**config.mk**
```make
export PLATFORM = sky130hd
export DESIGN_NAME = uart_hex_loader
export DESIGN_NICKNAME = d
export VERILOG_FILES = /design/src/rtl/uart_pkg.sv /design/src/rtl/uart_hex_digit.sv /design/src/rtl/uart_hex_loader.sv
export SDC_FILE = /design/constraint.sdc
export NUM_CORES = 1
export LEC_CHECK = 0
export ABC_CLOCK_PERIOD_IN_PS = 4550
export CORE_ASPECT_RATIO = 1.25
export CORE_UTILIZATION = 49
export DETAILED_ROUTE_END_ITERATION = 6
export GPL_TIMING_DRIVEN = 0
export PLACE_DENSITY_LB_ADDON = 0.2
export SETUP_SLACK_MARGIN = 0.4
export SLEW_MARGIN = 20
export SYNTH_ARGS = -nofsm -noshare
export SYNTH_HDL_FRONTEND = slang
export SYNTH_HIERARCHICAL = 1
export SYNTH_SLANG_ARGS = --single-unit
```
**constraint.sdc**
```tcl
create_clock -name clock -period 4.55 [get_ports clock]
set_input_delay 0.455 -clock clock [delete_from_list [all_inputs] [get_ports clock]]
set_output_delay 0.455 -clock clock [all_outputs]
set_load 0.02 [all_outputs]
```
**src/rtl/uart_pkg.sv**
```systemverilog
// Shared definitions for the ASCII hex line loader: character codes, parser states
// and the hex-nibble decode used by the digit classifier.
package uart_pkg;

    localparam logic [7:0] SP  = 8'h20;
    localparam logic [7:0] TAB = 8'h09;
    localparam logic [7:0] CR  = 8'h0D;
    localparam logic [7:0] LF  = 8'h0A;

    typedef enum logic [2:0] {
        PRE_ADDR = 3'd0,
        ADDR     = 3'd1,
        GAP      = 3'd2,
        DATA     = 3'd3,
        TAIL     = 3'd4,
        SKIP     = 3'd5
    } parse_state_e;

    // Returns {is_hex, nibble}; nibble is zero when the byte is not a hex digit.
    function automatic logic [4:0] hex_nibble(input logic [7:0] c);
        logic [4:0] r;
        r = 5'd0;
        if (c >= "0" && c <= "9")      r = {1'b1, 4'(c - 8'h30)};
        else if (c >= "a" && c <= "f") r = {1'b1, 4'(c - 8'h57)};
        else if (c >= "A" && c <= "F") r = {1'b1, 4'(c - 8'h37)};
        return r;
    endfunction

endpackage

```
**src/rtl/uart_hex_digit.sv**
```systemverilog
// Combinational classifier for one received ASCII byte: hex digit, whitespace or
// end-of-line, plus the decoded nibble value.
module uart_hex_digit
    import uart_pkg::*;
(
    input  logic [7:0] ch_i,
    output logic       is_hex_o,
    output logic       is_space_o,
    output logic       is_eol_o,
    output logic [3:0] nibble_o
);

    logic [4:0] dec;

    always_comb begin
        dec        = hex_nibble(ch_i);
        is_hex_o   = dec[4];
        nibble_o   = dec[3:0];
        is_space_o = (ch_i == SP) || (ch_i == TAB);
        is_eol_o   = (ch_i == CR) || (ch_i == LF);
    end

endmodule

```
**src/rtl/uart_hex_loader.sv**
```systemverilog
// Parses "addr data" hex lines from a UART byte stream into 32-bit write requests.
// One-cycle latency from the EOL byte to wr_valid; a commit while the output is busy is dropped with err.
module uart_hex_loader
    import uart_pkg::*;
#(
    parameter int unsigned max_digits = 8
) (
    input  logic        clock,
    input  logic        reset,
    input  logic [7:0]  byte_data,
    input  logic        byte_ready,
    output logic        wr_valid,
    input  logic        wr_ready,
    output logic [31:0] wr_addr,
    output logic [31:0] wr_data,
    output logic        err,
    output logic [15:0] line_count
);

    localparam logic [3:0] MAX_CNT = 4'(max_digits);

    logic         is_hex, is_space, is_eol;
    logic [3:0]   nibble;

    parse_state_e state_q, state_d;
    logic [31:0]  acc_q, acc_d;
    logic [3:0]   cnt_q, cnt_d;
    logic [31:0]  addr_q, addr_d;
    logic         wr_valid_q, wr_valid_d;
    logic [31:0]  wr_addr_q, wr_addr_d;
    logic [31:0]  wr_data_q, wr_data_d;
    logic         err_q, err_d;
    logic [15:0]  line_count_q, line_count_d;

    logic         commit;
    logic         out_free;

    uart_hex_digit u_digit (
        .ch_i       (byte_data),
        .is_hex_o   (is_hex),
        .is_space_o (is_space),
        .is_eol_o   (is_eol),
        .nibble_o   (nibble)
    );

    always_comb begin
        state_d      = state_q;
        acc_d        = acc_q;
        cnt_d        = cnt_q;
        addr_d       = addr_q;
        wr_valid_d   = wr_valid_q;
        wr_addr_d    = wr_addr_q;
        wr_data_d    = wr_data_q;
        line_count_d = line_count_q;
        err_d        = 1'b0;
        commit       = 1'b0;
        out_free     = !wr_valid_q || wr_ready;

        if (byte_ready) begin
            unique case (state_q)
                PRE_ADDR: begin
                    if (is_hex) begin
                        acc_d   = {28'd0, nibble};
                        cnt_d   = 4'd1;
                        state_d = ADDR;
                    end else if (!is_space && !is_eol) begin
                        err_d   = 1'b1;
                        state_d = SKIP;
                    end
                end
                ADDR, DATA: begin
                    if (is_hex) begin
                        // A digit beyond the field width poisons the rest of the line.
                        if (cnt_q < MAX_CNT) begin
                            acc_d = {acc_q[27:0], nibble};
                            cnt_d = cnt_q + 4'd1;
                        end else begin
                            err_d   = 1'b1;
                            state_d = SKIP;
                        end
                    end else if (is_space) begin
                        if (state_q == ADDR) begin
                            addr_d  = acc_q;
                            state_d = GAP;
                        end else begin
                            state_d = TAIL;
                        end
                    end else if (is_eol) begin
                        if (state_q == ADDR) err_d = 1'b1;
                        else                 commit = 1'b1;
                        state_d = PRE_ADDR;
                    end else begin
                        err_d   = 1'b1;
                        state_d = SKIP;
                    end
                end
                GAP: begin
                    if (is_hex) begin
                        acc_d   = {28'd0, nibble};
                        cnt_d   = 4'd1;
                        state_d = DATA;
                    end else if (is_eol) begin
                        err_d   = 1'b1;
                        state_d = PRE_ADDR;
                    end else if (!is_space) begin
                        err_d   = 1'b1;
                        state_d = SKIP;
                    end
                end
                TAIL: begin
                    if (is_eol) begin
                        commit  = 1'b1;
                        state_d = PRE_ADDR;
                    end else if (!is_space) begin
                        err_d   = 1'b1;
                        state_d = SKIP;
                    end
                end
                SKIP: begin
                    if (is_eol) state_d = PRE_ADDR;
                end
                default: state_d = PRE_ADDR;
            endcase
        end

        if (commit && out_free) begin
            wr_valid_d   = 1'b1;
            wr_addr_d    = addr_q;
            wr_data_d    = acc_q;
            line_count_d = line_count_q + 16'd1;
        end else begin
            if (commit) err_d = 1'b1;
            if (wr_valid_q && wr_ready) wr_valid_d = 1'b0;
        end
    end

    always_ff @(posedge clock or posedge reset) begin
        if (reset) begin
            state_q      <= PRE_ADDR;
            acc_q        <= 32'd0;
            cnt_q        <= 4'd0;
            addr_q       <= 32'd0;
            wr_valid_q   <= 1'b0;
            wr_addr_q    <= 32'd0;
            wr_data_q    <= 32'd0;
            err_q        <= 1'b0;
            line_count_q <= 16'd0;
        end else begin
            state_q      <= state_d;
            acc_q        <= acc_d;
            cnt_q        <= cnt_d;
            addr_q       <= addr_d;
            wr_valid_q   <= wr_valid_d;
            wr_addr_q    <= wr_addr_d;
            wr_data_q    <= wr_data_d;
            err_q        <= err_d;
            line_count_q <= line_count_d;
        end
    end

    assign wr_valid   = wr_valid_q;
    assign wr_addr    = wr_addr_q;
    assign wr_data    = wr_data_q;
    assign err        = err_q;
    assign line_count = line_count_q;

endmodule

```
== Word-level counts from Yosys, hierarchy flattened ==
Index checks and enable logic that the tools add are counted.

* Add/subtract/negate cells: 5
* Eq/ne operators: 15
* Magnitude comparators: 7
* Bitwise operators: 1
* Muxes and demuxes: 47
* Reduce and logical (&&, ||, !) cells: 20

{| class="wikitable"
|+ Operators by type and width
! kind !! count
|-
| $mux W32 || 3
|-
| $pmux W32 S2 || 1
|-
| $mux W3 || 11
|-
| $eq A8 B4 Y1 const B || 3
|-
| $mux W1 || 22
|-
| $add A16 B1 Y16 const B || 1
|-
| $ge A8 B7 Y1 const B || 2
|-
| $le A8 B7 Y1 const B || 2
|-
| $mux W5 || 3
|-
| $pmux W3 S5 || 1
|-
| $mux W4 || 3
|-
| $reduce_and A5 Y1 || 2
|-
| $eq A8 B6 Y1 const B || 1
|-
| $ge A8 B6 Y1 const B || 1
|-
| $le A8 B6 Y1 const B || 1
|-
| $pmux W4 S2 || 1
|-
| $sub A4 B3 Y4 const B || 2
|-
| $eq A3 B2 Y1 const B || 2
|-
| $eq A3 B3 Y1 const B || 2
|-
| $logic_and A1 B1 Y1 || 6
|-
| $add A4 B1 Y4 const B || 1
|-
| $lt A4 B4 Y1 const B || 1
|-
| $ne A2 B1 Y1 const B || 2
|-
| $ne A2 B2 Y1 const B || 2
|-
| other kinds (13) || 19
|}

* Input bits: 12
* Output and inout bits: 82
* Logic and storage cells: 104
* Flip-flop bits (word level): 153

== Logic depth before layout (Yosys ltp) ==
* Depth in word-level cells: 10
* Depth in mapped cells: 11
* Mapped depth without buffers: 9

== Cells and area by module ==
Netlist, hierarchy kept.

{| class="wikitable"
|+ Modules (own cells, without submodules)
! module !! times used !! area each (sq um) !! cells each !! seq. area each (sq um)
|-
| uart_hex_loader || 1 || 6353.6 || 487 || 3828.7
|-
| uart_hex_digit || 1 || 260.2 || 33 || 0.0
|}

== Worst setup path after synthesis ==
OpenSTA, ideal clock, no wires.

* Path kind: input -> register
* Start: input byte_data[1]
* End: register wr_addr_q[0], in the netlist wr_addr[0]
* Slack: 1801 ps
* Stages: 11
* Buffers on the path: 2
* Arrival time: 2624 ps
* Data required time: 4425 ps
* Library setup time: 125 ps
* Cell sequence: inv_1 -> ha_1 -> nor3b_1 -> a311oi_2 -> or2_1 -> nand4bb_1 -> o32ai_4 -> nand2_2 -> buf_6 -> buf_6 -> mux2_4

* Longest elaborated chain between the ends: 9
* Elaborated cells between the ends (all ways): 25
* Those cells by class: order compare: 6; eq/ne: 4; mux: 9; reduce/logical: 6

{| class="wikitable"
|+ RTL lines
! what !! line !! RTL
|-
| start: declaration || uart_hex_loader.sv:10 || <nowiki>input logic [7:0] byte_data,</nowiki>
|-
| $ge A8 B7 Y1 or $le A8 B7 Y1 (tied branches) || uart_pkg.sv:25 || <nowiki>else if (c >= "A" && c <= "F") r = {1'b1, 4'(c - 8'h37)};</nowiki>
|-
| $logic_and A1 B1 Y1 || uart_pkg.sv:25 ||
|-
| $mux W5 || uart_pkg.sv:25 ||
|-
| $mux W5 || uart_pkg.sv:24 || <nowiki>else if (c >= "a" && c <= "f") r = {1'b1, 4'(c - 8'h57)};</nowiki>
|-
| $mux W5 * || uart_pkg.sv:23 || <nowiki>if (c >= "0" && c <= "9") r = {1'b1, 4'(c - 8'h30)};</nowiki>
|-
| net is_hex || uart_hex_loader.sv:22 || <nowiki>logic is_hex, is_space, is_eol;</nowiki>
|-
| $mux W1 * || uart_hex_loader.sv:72 || <nowiki>if (is_hex) begin</nowiki>
|-
| $pmux W1 S2 * || uart_hex_loader.sv:60 || <nowiki>unique case (state_q)</nowiki>
|-
| $mux W1 * || uart_hex_loader.sv:59 || <nowiki>if (byte_ready) begin</nowiki>
|-
| $logic_and A1 B1 Y1 * || uart_hex_loader.sv:126 || <nowiki>if (commit && out_free) begin</nowiki>
|-
| end signal: assignment || uart_hex_loader.sv:154 || <nowiki>wr_addr_q <= wr_addr_d;</nowiki>
|-
| end: declaration || uart_hex_loader.sv:30 || <nowiki>logic [31:0] wr_addr_q, wr_addr_d;</nowiki>
|}

The timed path passes the listed nets; every way through them passes the cells marked *.
A chain may end at the register's enable or synchronous reset.

== Final worst setup path ==
* Start: input byte_data[0]
* End: register addr_q[8]

* Elaborated cells between the ends (all ways): 17
* Those cells by class: order compare: 6; eq/ne: 2; mux: 3; bitwise: 1; reduce/logical: 5

{| class="wikitable"
|+ RTL lines
! what !! line !! RTL
|-
| $eq A8 B6 Y1 or $eq A8 B4 Y1 (tied branches) || uart_hex_digit.sv:19 || <nowiki>is_space_o = (ch_i == SP) || (ch_i == TAB);</nowiki>
|-
| $logic_or A1 B1 Y1 * || uart_hex_digit.sv:19 ||
|-
| net is_space || uart_hex_loader.sv:22 ||
|-
| $reduce_and A5 Y1 (no line) * || -- ||
|-
| end signal: assignment || uart_hex_loader.sv:152 || <nowiki>addr_q <= addr_d;</nowiki>
|-
| end: declaration || uart_hex_loader.sv:28 || <nowiki>logic [31:0] addr_q, addr_d;</nowiki>
|}

Marked as above.

==> flow_summary.json <==
{
  "status": "complete, no violations",
  "die-width_um": 106,
  "cp_cell_sequence": "clkdlybuf4s50_1, ha_1, and3b_1, a31oi_1, nor3_1, nand3_1, buf_1, mux2_2",
  "path_delay_family": "simple AND/OR/NAND/NOR gates",
  "residual_overflow_from_global_routing": 0,
  "synth_area_per_cell_sq_um": 12.7,
  "synthToLayoutAreaGrowth_pct": 28.2,
  "period_needed_ns": 3.47,
  "htree_num_levels": 4,
  "ios": 94,
  "timing_max_transition_violations_final": 0,
  "synth.yosys.warnings": 6,
  "cp.required_ns": 4.85,
  "slowest_stage_delay_on_critical_path_ns": 0.86,
  "drc": 0,
  "path_class": "input pin to register",
  "cts_made_buffers": 17,
  "crit_path_end_kind": "register",
  "post-route-period-util": 0.763,
  "achievable_freq_mhz": 288,
  "core_area_sq_mm": 0.0132,
  "hp-class": "input pin to register",
  "placement.setup.worst_slack_ns": 0.734,
  "initial_core_util": 0.500,
  "power.ir.vdd_worst_v": 0.000234,
  "yosysUniqueCellTypes": 53,
  "grt_first_pass_wirelength_um": 22700,
  "dieArea_sq_mm": 0.0140,
  "post_synth_instance_area_sq_mm": 0.00661,
  "drive_above_1_share": 0.233,
  "final-hold-violation-count": 0,
  "timing.critical_path.from_type": "input pin",
  "leakagePower_nw": 4.23,
  "slew-limit-headroom": 0.275,
  "worst_clock_skew_ns": 0.00640,
  "post-dp-hpwl_um": 9470,
  "initial_antenna_violation_count": 0,
  "dominant_register_cell_in_the_synthesized_netlist": "sky130_fd_sc_hd__dfrtp_1",
  "cts-resized-gates": 0,
  "final.fill_count": 1026,
  "core.rowCount": 47,
  "critical_path.max_fanout": 10,
  "dr_total_vias": 4342,
  "postRouteAntennaNets": 0,
  "clock_insertion_delay_worst_skew_ns": 0.41,
  "rsz0062_at_grt": "false",
  "grt_max_degree": 37,
  "cts_buffer_depth": 2,
  "synth-async-reset-ratio": 1.00,
  "path_clk_slew_ns": 0.06,
  "routabilityCongestion": 0.839,
  "post_cts.repair.setup_buffers": 0,
  "synth_enable_flop_cells": 0,
  "cp_num_buf_inv": 2,
  "cts_tree": "yes",
  "finish.utilization": 0.641,
  "final-seq-area_sq_mm": 0.00383,
  "cts_num_sinks": 153,
  "power.density_mw_per_mm2": 378,
  "worst_ep_arrival_time_ns": 3.77,
  "postLayoutSetupSlackWorst_ns": 1.08,
  "grt.total_usage": 0.207,
  "first_global_vias": 4528,
  "place.port_buffers": 92,
  "postRouteWirelength_um": 13600,
  "clock-root-buffer": "sky130_fd_sc_hd__clkbuf_16",
  "drv.max_cap_violation_count": 0,
  "ys_seq_elements": 153,
  "syn-num-nets": 538,
  "critical_path.slowest_cell": "sky130_fd_sc_hd__nor3_1",
  "vias_per_cell": 5.30,
  "n_antenna_cell": 0,
  "finalSetupViolCount": 0,
  "drt_first_iter_violations": 196,
  "multi_input_logic_area_sq_mm": 0.00260,
  "fraction_of_the_yosys_area_taken_by_sequential_cells": 0.579,
  "die_y_um": 132,
  "finalNetCount": 653,
  "max_slew.worst_pin.slew_ns": 1.08,
  "cells_after_synthesis": 520,
  "drt-pass1-iter-count": 4,
  "setup_tns_ns": 0,
  "routed_wl_per_cell_um": 16.6,
  "hold_buffers": 0
}
==> cell families after synthesis <==
group / share of synthesized area
AOI/OAI and AO/OA: 0.0380
xor gates and xnor gates: 0.0199
adders and majority gates: 0.0114
buffers and inverters: 0.0274
DFF: 0.579
muxes: 0.193
and+or+nand+nor: 0.132
==> stage by stage <==
stage / cells / cell area (sq um) / hold slack (ns) / power (mW)
floorplan: 520 / 6620 / 0.450 / 1.62
global placement: 783 / 7750 / 0.464 / 1.69
detailed placement: 787 / 7830 / 0.474 / 1.71
CTS: 819 / 8480 / 0.431 / 3.23
global route: 819 / 8480 / 0.449 / 3.33
finish: 819 / 8480 / 0.443 / 3.21
==> routing by layer <==
layer  routed length, um  GRT usage  vias to the layer above
met5                   0          0                        -
met4                 145     0.0594                        0
met3                 389     0.0455                       11
met2                7270      0.361                       87
met1                5820      0.258                     2195
li1                    -          -                     2049
==> area by class of cell <==
| class | count | area share |
|---|---|---|
| multi-input combinational | 332 | 0.307 |
| clock inverter | 9 | 0.0190 |
| clock buffer | 23 | 0.0575 |
| timing repair buffer | 96 | 0.118 |
| buffer | 27 | 0.0178 |
| inverter | 8 | 0.00398 |
| tap | 171 | 0.0252 |
| sequential | 153 | 0.451 |
==> cells in the mapped netlist, drive strengths merged (2+ instances only) <==
cell,instances,share of area
nor3b,3,0.0034
a211oi,2,0.0023
or3b,2,0.0026
inv,8,0.0045
nand3,44,0.033
buf,14,0.016
a22o,2,0.0026
nor4,2,0.0019
a21o,3,0.0036
or3,2,0.0021
ha,6,0.011
a22oi,2,0.0023
nand2,81,0.046
nor2b,4,0.0038
nor2,11,0.0062
xor2,3,0.0040
clkbuf,13,0.0074
o21ai,8,0.0061
xnor2,12,0.016
nor4b,3,0.0040
mux2i,2,0.0030
nor3,4,0.0030
nand4,6,0.0057
nand2b,4,0.0038
a21oi,4,0.0030
mux2,98,0.19
dfrtp,153,0.58
a31oi,2,0.0019
and3,5,0.0047
==> worst paths after layout <==
| path | startpoint | endpoint | slack (ns) | cells past startpoint |
|---|---|---|---|---|
| max | byte_data[0] | addr_q[8] | 1.08 | 8 |
| min | byte_data[2] | acc_q[2] | 0.44 | 5 |
| max reg2reg | state_q[0] | acc_q[13] | 2.48 | 7 |
| min reg2reg | line_count[15] | line_count[15] | 0.48 | 1 |
| max in group asynchronous | reset | wr_addr[4] | 3.32 | 4 |
| min in group asynchronous | reset | addr_q[26] | 0.45 | 2 |
==> worst register-to-register path, cell delays in order, from the launching register on <==
cell and delay [ns]:
sky130_fd_sc_hd__dfrtp_1 0.42, sky130_fd_sc_hd__clkbuf_1 0.23, sky130_fd_sc_hd__nand2_1 0.12, sky130_fd_sc_hd__and3_1 0.16, sky130_fd_sc_hd__clkbuf_1 0.31, sky130_fd_sc_hd__clkbuf_1 0.48, sky130_fd_sc_hd__nand3_1 0.18, sky130_fd_sc_hd__nand2_1 0.11
==> sequential cells by signal, indices dropped and copies added (netlist names) <==
register,count
acc_q,32
addr_q,32
cnt_q,4
err,1
line_count,16
state_q,3
wr_addr,32
wr_data,32
wr_valid,1
==> power breakdown <==
group	internal, mW	total, mW	switching (mW)
Clock	0.981	1.52	0.544
Sequential	1.39	1.41	0.0264
Combinational	0.101	0.272	0.171
==> layout by cell type, fill, tap and decap left out, drive strengths merged, types with 3 or more instances in the layout <==
cell type / count
dfrtp: 153
nor4b: 3
nand3: 44
xnor2: 12
and3: 5
nor3: 4
o21ai: 8
clkbuf: 36
ha: 6
nor2: 11
nand2b: 4
nor2b: 4
a21o: 3
xor2: 3
clkdlybuf4s50: 92
nand4: 6
inv: 8
a21oi: 4
bufinv: 4
nand2: 81
clkinvlp: 3
nor3b: 3
mux2: 98
buf: 18
Power figures use the tool's default switching activity.
